--- src/rtl/seg_display_driver.sv ---
// -----------------------------------------------------------------------------
// seg_display_driver
//
// Time-multiplexed driver for a 4-digit, common-anode 7-segment display showing
// HH:MM from a clock block. Digits are scanned right to left, one slot per
// REFRESH_DIV clocks. A snapshot of the inputs is taken once per frame, so a
// frame never mixes an old and a new time. In edit mode the whole display
// blinks with a period of 2*BLINK_DIV clocks.
//
// Ports
//   clk            : single clock, rising edge
//   rst            : synchronous, active-high reset
//   fmt            : 1 = 12-hour format (enables leading-zero blank, PM dot)
//   ampm           : 1 = PM
//   edit           : 1 = edit mode (display blinks)
//   hrL, hrR       : BCD hour tens / ones
//   mL, mR         : BCD minute tens / ones
//   an[3:0]        : active-low anode enables, an[0] = rightmost digit
//   seg[6:0]       : active-low segments {g,f,e,d,c,b,a}
//   dp             : active-low decimal point
// -----------------------------------------------------------------------------
module seg_display_driver #(
    parameter int unsigned REFRESH_DIV = 100000,
    parameter int unsigned BLINK_DIV   = 50000000
) (
    input  logic       clk,
    input  logic       rst,
    input  logic       fmt,
    input  logic       ampm,
    input  logic       edit,
    input  logic [3:0] hrL,
    input  logic [3:0] hrR,
    input  logic [3:0] mL,
    input  logic [3:0] mR,
    output logic [3:0] an,
    output logic [6:0] seg,
    output logic       dp
);

    localparam int unsigned RW = (REFRESH_DIV > 1) ? $clog2(REFRESH_DIV) : 1;
    localparam int unsigned BW = (BLINK_DIV > 1) ? $clog2(BLINK_DIV) : 1;

    typedef struct packed {
        logic       fmt;
        logic       ampm;
        logic       edit;
        logic [3:0] hr_l;
        logic [3:0] hr_r;
        logic [3:0] m_l;
        logic [3:0] m_r;
    } snap_t;

    // Active-low BCD decode; 10..15 show a dash.
    function automatic logic [6:0] bcd_to_seg(input logic [3:0] d);
        case (d)
            4'd0:    return 7'h40;
            4'd1:    return 7'h79;
            4'd2:    return 7'h24;
            4'd3:    return 7'h30;
            4'd4:    return 7'h19;
            4'd5:    return 7'h12;
            4'd6:    return 7'h02;
            4'd7:    return 7'h78;
            4'd8:    return 7'h00;
            4'd9:    return 7'h10;
            default: return 7'h3F;
        endcase
    endfunction

    logic [RW-1:0] refresh_cnt_q, refresh_cnt_d;
    logic [1:0]    slot_q, slot_d;
    logic [BW-1:0] blink_cnt_q, blink_cnt_d;
    logic          blink_phase_q, blink_phase_d;
    snap_t         snap_q, snap_d;
    // Set by reset: the snapshot is stale until the first cycle after reset
    // reloads it, so the display stays dark for that one cycle.
    logic          load_pend_q;
    logic [3:0]    an_q, an_d;
    logic [6:0]    seg_q, seg_d;
    logic          dp_q, dp_d;

    logic          refresh_wrap;
    logic          snap_load;
    logic [3:0]    digit;
    logic          blank;

    // NOTE: every signal assigned here gets a default first, so no path can
    // leave one unassigned and infer a latch.
    always_comb begin
        refresh_wrap  = (refresh_cnt_q == RW'(REFRESH_DIV - 1));
        refresh_cnt_d = refresh_wrap ? '0 : refresh_cnt_q + RW'(1);
        slot_d        = refresh_wrap ? slot_q + 2'd1 : slot_q;

        // Reload at the frame boundary (slot 3 -> 0) or right after reset.
        snap_load = load_pend_q || (refresh_wrap && (slot_q == 2'd3));
        snap_d    = snap_q;
        if (snap_load) begin
            snap_d = '{fmt: fmt, ampm: ampm, edit: edit,
                       hr_l: hrL, hr_r: hrR, m_l: mL, m_r: mR};
        end

        // The blink timer follows the live edit input, not the snapshot.
        blink_cnt_d   = '0;
        blink_phase_d = 1'b0;
        if (edit) begin
            if (blink_cnt_q == BW'(BLINK_DIV - 1)) begin
                blink_cnt_d   = '0;
                blink_phase_d = ~blink_phase_q;
            end else begin
                blink_cnt_d   = blink_cnt_q + BW'(1);
                blink_phase_d = blink_phase_q;
            end
        end

        // Outputs are built from the registered slot and snapshot, giving one
        // cycle of latency after any slot change or snapshot load.
        case (slot_q)
            2'd0:    digit = snap_q.m_r;
            2'd1:    digit = snap_q.m_l;
            2'd2:    digit = snap_q.hr_r;
            default: digit = snap_q.hr_l;
        endcase

        blank = load_pend_q
              || (snap_q.edit && blink_phase_q)
              || ((slot_q == 2'd3) && snap_q.fmt && (snap_q.hr_l == 4'd0));

        an_d  = ~(4'b0001 << slot_q);
        seg_d = bcd_to_seg(digit);
        dp_d  = ~((slot_q == 2'd2)
               || ((slot_q == 2'd0) && snap_q.fmt && snap_q.ampm));
        if (blank) begin
            an_d  = 4'hF;
            seg_d = 7'h7F;
            dp_d  = 1'b1;
        end
    end

    // NOTE: sequential state uses non-blocking assignments so every register
    // samples the pre-edge values, independent of statement order.
    always_ff @(posedge clk) begin
        if (rst) begin
            refresh_cnt_q <= '0;
            slot_q        <= 2'd0;
            blink_cnt_q   <= '0;
            blink_phase_q <= 1'b0;
            snap_q        <= '0;
            load_pend_q   <= 1'b1;
            an_q          <= 4'hF;
            seg_q         <= 7'h7F;
            dp_q          <= 1'b1;
        end else begin
            refresh_cnt_q <= refresh_cnt_d;
            slot_q        <= slot_d;
            blink_cnt_q   <= blink_cnt_d;
            blink_phase_q <= blink_phase_d;
            snap_q        <= snap_d;
            load_pend_q   <= 1'b0;
            an_q          <= an_d;
            seg_q         <= seg_d;
            dp_q          <= dp_d;
        end
    end

    assign an  = an_q;
    assign seg = seg_q;
    assign dp  = dp_q;

endmodule

--- config.mk ---
export PLATFORM = sky130hd
export DESIGN_NAME = seg_display_driver
export DESIGN_NICKNAME = d
export VERILOG_FILES = /design/src/rtl/seg_display_driver.sv
export SDC_FILE = /design/constraint.sdc
export NUM_CORES = 1
export LEC_CHECK = 0
export ABC_AREA = 1
export CORE_UTILIZATION = 45
export DETAILED_ROUTE_END_ITERATION = 7
export HOLD_SLACK_MARGIN = 0.12
export SLEW_MARGIN = 40
export SYNTH_ARGS = -nofsm -noshare
export SYNTH_HDL_FRONTEND = slang
export SYNTH_SLANG_ARGS = --single-unit
--- constraint.sdc ---
create_clock -name clk -period 5.5 [get_ports clk]
set_input_delay 1.1 -clock clk [delete_from_list [all_inputs] [get_ports clk]]
set_output_delay 1.1 -clock clk [all_outputs]
set_load 0.02 [all_outputs]
# Word level (Yosys, flattened, before mapping)

Memory sizes are Yosys's and may differ from the RTL's. A register that Yosys moved wholly into a read port is not among the register bits.
Index checks and enable logic that the tools add are counted.

Register bits: 71
Logic and storage cells: 46
Memory bits (writable): 0
Latch bits: 0
Output and inout port bits: 12
Memories: 1
Input bits: 21
Bits in read-only memories: 112

Magnitude comparators: 0
Div/mod/pow operators: 0
Add/subtract/negate cells: 3
Equality and inequality tests: 5
Bitwise logic cells: 4
Shifts and indexed selects: 1
Multiply operators: 0
Muxes and demuxes: 2
Reductions and logical operators: 16

Memory list:

| name            | depth | width | read ports | clocked after Yosys merged registers in | wr ports | line | source |
|---|---|---|---|---|---|---|---|
| (no name shown) | 16    | 7     | 1          | 1                                       | 0        | 55   | `case (d)` |

Operators by type and width:

| cell                    | number |
|---|---|
| $add A26 B1 Y26 const B | 1 |
| $eq A26 B26 Y1 const B  | 1 |
| $add A17 B1 Y17 const B | 1 |
| $eq A17 B17 Y1 const B  | 1 |
| $pmux W4 S3             | 1 |
| $logic_and A1 B1 Y1     | 6 |
| $reduce_or A2 Y1        | 3 |
| $eq A2 B2 Y1 const B    | 2 |
| $logic_not A4 Y1        | 1 |
| $logic_or A1 B1 Y1      | 4 |
| $not A4 Y4              | 1 |
| $shl A1 B2 Y4 const A   | 1 |
| $not A1 Y1              | 3 |
| $reduce_or A3 Y1        | 1 |
| $add A2 B1 Y2 const B   | 1 |
| $eq A2 B1 Y1 const B    | 1 |
| $logic_not A2 Y1        | 1 |
| $mux W1                 | 1 |

# Longest topological paths before layout

Word-level depth: 5
Depth in mapped cells: 11
Mapped depth without buffers: 10

# Least setup slack after synthesis

OpenSTA, ideal clock, no wires.

Kind: flip-flop to flip-flop
Start point: reg slot_q[0]
End point: reg seg_q[3], in the netlist seg[3]
Arrival: 1.791 ns
Path buffers: 0
Setup time: 0.058 ns
Path slack: 3.651 ns
Required time: 5.442 ns
Cell stages (with the launch flop): 11
Path through: dfxtp_1 inv_1 ha_1 nand2_1 o21ai_0 o22ai_1 ha_1 or2_2 nand2_1 nand2_1 nand2_1

Word-level cells in the longest chain between the ends: 5
Elaborated cells on any way between the ends: 9
Classes of those cells: 3 x eq/ne; 1 x mux; 5 x reduce/logical

RTL lines:

| element                          | line | source |
|---|---|---|
| start: declaration               | 71   | `logic [1:0] slot_q, slot_d;` |
| start signal: assignment         | 154  | `slot_q <= slot_d;` |
| $eq A2 B2 Y1                     | 126  | `\|\| ((slot_q == 2'd3) && snap_q.fmt && (snap_q.hr_l == 4'd0));` |
| $logic_and A1 B1 Y1 (2 in a row) | 126  |  |
| $logic_or A1 B1 Y1               | 126  |  |
| $reduce_or A2 Y1 (no line)       | -    |  |
| end: declaration                 | 79   | `logic [6:0] seg_q, seg_d;` |

Several ways; a longest one is shown, not always the timed one.
A chain may end at the register's enable or synchronous reset.

# Worst setup path after layout

Start point: in rst
End point: reg seg_q[0], in the netlist seg[0]

Word-level cells in the longest chain between the ends: 1

RTL lines:

| element                    | line | source |
|---|---|---|
| start: declaration         | 27   | `input logic rst,` |
| $reduce_or A2 Y1 (no line) | -    |  |

Every way passes these cells.

==> run summary <==
Setup TNS - 0 ns
Req. time, crit path - 5.73 ns
Drt total wl - 8202 um
Ys flop type - dfxtp_1
Seq pwr share - 49.4%
Clk pwr share - 42.9%
Synth Warn # - 0
Endpoints failing hold - 0
Hpwl dp - 5890 um
Hold-fix buffers, CTS - 0
TritonCTS clock tree - built
Switching Power - 258.7 uW
Family with the most delay on the worst path - buffers and inverters
Worst vdd ir - 0.0001656 V
Total track usage - 19.66%
Clock skew - 0.008740 ns
Cells after Synth - 561
Antenna cells - 0
CP max stage delay - 0.57 ns
Worst path slowest cell - inv_1
Area post-placement - 4225 um^2
Net count after synthesis - 592
Clock Path Buffers - 2
DRT iter0 DRCs - 138
Die Wd - 94.51 um
Arr. time, crit path - 2.79 ns
Clock sinks - 78
CP endpoint kind - register
Switch share - 21.70%
Max Fclk - 0.3902 GHz
Resized cells post-CTS - 0
First-pass GRT wire length - 13740 um
Syn_area_per_cell - 6.865 um^2
Synthesized cell area - 3851 um^2
Worst relative slew slack - 49.54%
CTS root buf - clkbuf_8
Total CTS buffers - 9
Distinct cells, synth - 28
Worst Hold Class - reg2reg
Hold WS - 0.4467 ns
Number of global-route vias before repair - 3084
Post-synth EDFFs - 0
Via count - 3403
Final setup violation count - 0
Initial antenna violation count - 0
Sequential-to-total area share from yosys stat - 40.55%
Grt ovf - 0
Initial Utilization - 46.64%
Number of setup buffers added after CTS - 0
Tmin final - 2.563 ns
Pre-antenna DRT Iters - 4
Combinational fraction of design power - 7.7%
Largest net degree at the start of global routing - 40
Post-DR wirelength/cell - 11.70 um
Layout net count - 623
Row cnt - 33
Vias per cell - 4.854
Max Cap Viol - 0
Max Transition Viols Final - 0
Measured slew at the worst slew-check pin - 0.7561 ns
Period utilisation layout - 46.59%
Worst-path clk slew - 0.08 ns
Die Ht - 94.51 um
WS Path Type - in2reg
IO Count - 33
RSZ-0062 raised after global routing - no
DRC Markers - 0
Final ANT Viol Nets - 0
Post-route cell area - 4469 um^2
Startpoint Class - primary input
Port Buffers - 32
Core Util, Final - 54.12%
Final GP Congestion - 0.9239
Crit Path Max Fanout - 23
Pwr Density - 266.7 nW/um^2
Fraction of layout cells with a size suffix above 1 - 6.711%
Pleak - 0.001788 uW
DIE AREA - 8932 um^2
P_int - 933.2 uW
Async S/R FF share, synth - 0%
Synth Register Bits - 78
Synth-to-layout area growth - 16.05%
Cell breakdown of the critical path - clkdlybuf4s50_1, inv_1, o211ai_1, inv_1, nand2_1, a21oi_2, nand2_1
Worst-skew pair later-pin latency - 0.34 ns
H-tree depth - 3
Outcome - finished, final reports clean
Area of the core region - 8258 um^2
WP buf/inv - 3
cell families after synthesis:
group / count (synthesis) / share of synthesized area (%)
simple gates: 313 / 35.19
buf+inv: 90 / 9.714
flops: 78 / 40.55
compound gates: 52 / 7.213
xor+xnor: 18 / 4.094
fa+ha+maj: 10 / 3.249
registers in the layout (all words and copies together) (netlist names):
signal and flops:
refresh_cnt_q 17, slot_q 2, snap_q 19, blink_cnt_q 26, load_pend_q 1, seg 7, an 4, blink_phase_q 1
dp 1
worst paths after layout:
| path | cells after the start | startpoint | slack, ns | end |
|---|---|---|---|---|
| max | 7 | rst | 2.94 | seg[0]$_SDFF_PP1_ |
| min | 1 | blink_cnt_q[0]$_SDFF_PP0_ | 0.45 | blink_cnt_q[0]$_SDFF_PP0_ |
| max reg2reg | 10 | slot_q[0]$_SDFFE_PP0P_ | 3.34 | seg[3]$_SDFF_PP1_ |
| min reg2reg | 1 | blink_cnt_q[0]$_SDFF_PP0_ | 0.45 | blink_cnt_q[0]$_SDFF_PP0_ |
placed cells by master (no fill, tap or decap), types with 2 or more instances in the layout:
master	synthesis	routed
o21ai_0	10	10
nor2_2	5	5
clkdlybuf4s50_1	0	32
nor2_1	92	92
dfxtp_1	78	78
nand3_2	11	10
bufinv_16	0	3
xnor2_1	2	2
xor2_1	16	16
nand4_1	7	7
nor3_1	10	10
ha_1	10	10
clkbuf_8	0	10
nand3_1	40	40
nand2_2	2	2
inv_1	76	76
or2_2	4	4
nand2_1	141	141
a21oi_1	37	37
metal layers:
layer / wire [um] / vias up / GRT usage (%)
li1: - / 1807 / -
met2: 3598 / 60 / 30.98
met4: 78 / 0 / 7.323
met1: 4210 / 1530 / 27.12
met5: 0 / - / 0
met3: 315 / 6 / 2.899
cell usage after synthesis (3+ instances only):
master | count | area (um^2)
nand2_1 | 141 | 529.3
a21oi_1 | 37 | 185.2
nand3_1 | 40 | 200.2
inv_1 | 76 | 285.3
nor2_1 | 92 | 345.3
nand4_1 | 7 | 43.79
nor2_2 | 5 | 31.28
nor3_1 | 10 | 50.05
buf_2 | 5 | 25.02
ha_1 | 10 | 125.1
o21ai_0 | 10 | 50.05
dfxtp_1 | 78 | 1562
or2_2 | 4 | 25.02
nand3_2 | 11 | 110.1
xor2_1 | 16 | 140.1
buf_6 | 3 | 33.78
power by group through the flow:
stage | clock network [uW] | logic (uW) | registers (uW)
finish | 512 | 91.3 | 589
global route | 550 | 104 | 591
CTS | 522 | 92.3 | 589
detailed placement | 0 | 91.7 | 602
global placement | 0 | 90.4 | 602
floorplan | 0 | 54.8 | 605
per-stage QoR:
stage	instances	worst slack, ns	total power (uW)
floorplan	561	3.651	660.0
global placement	686	2.644	692.0
detailed placement	686	2.585	693.8
CTS	701	2.949	1203
global route	701	2.788	1245
finish	701	2.937	1192
layout make-up:
cell class              count  area (um^2)
multi-input cells         393         1923
fillers                   831         3789
inverters                  77        289.0
well taps                 105        131.4
clock buffers              11        141.4
flip-flops and latches     78         1562
clock inverters             4        95.09
repair buffers             33        327.8
Note: power is estimated with default switching activity, not from simulation.
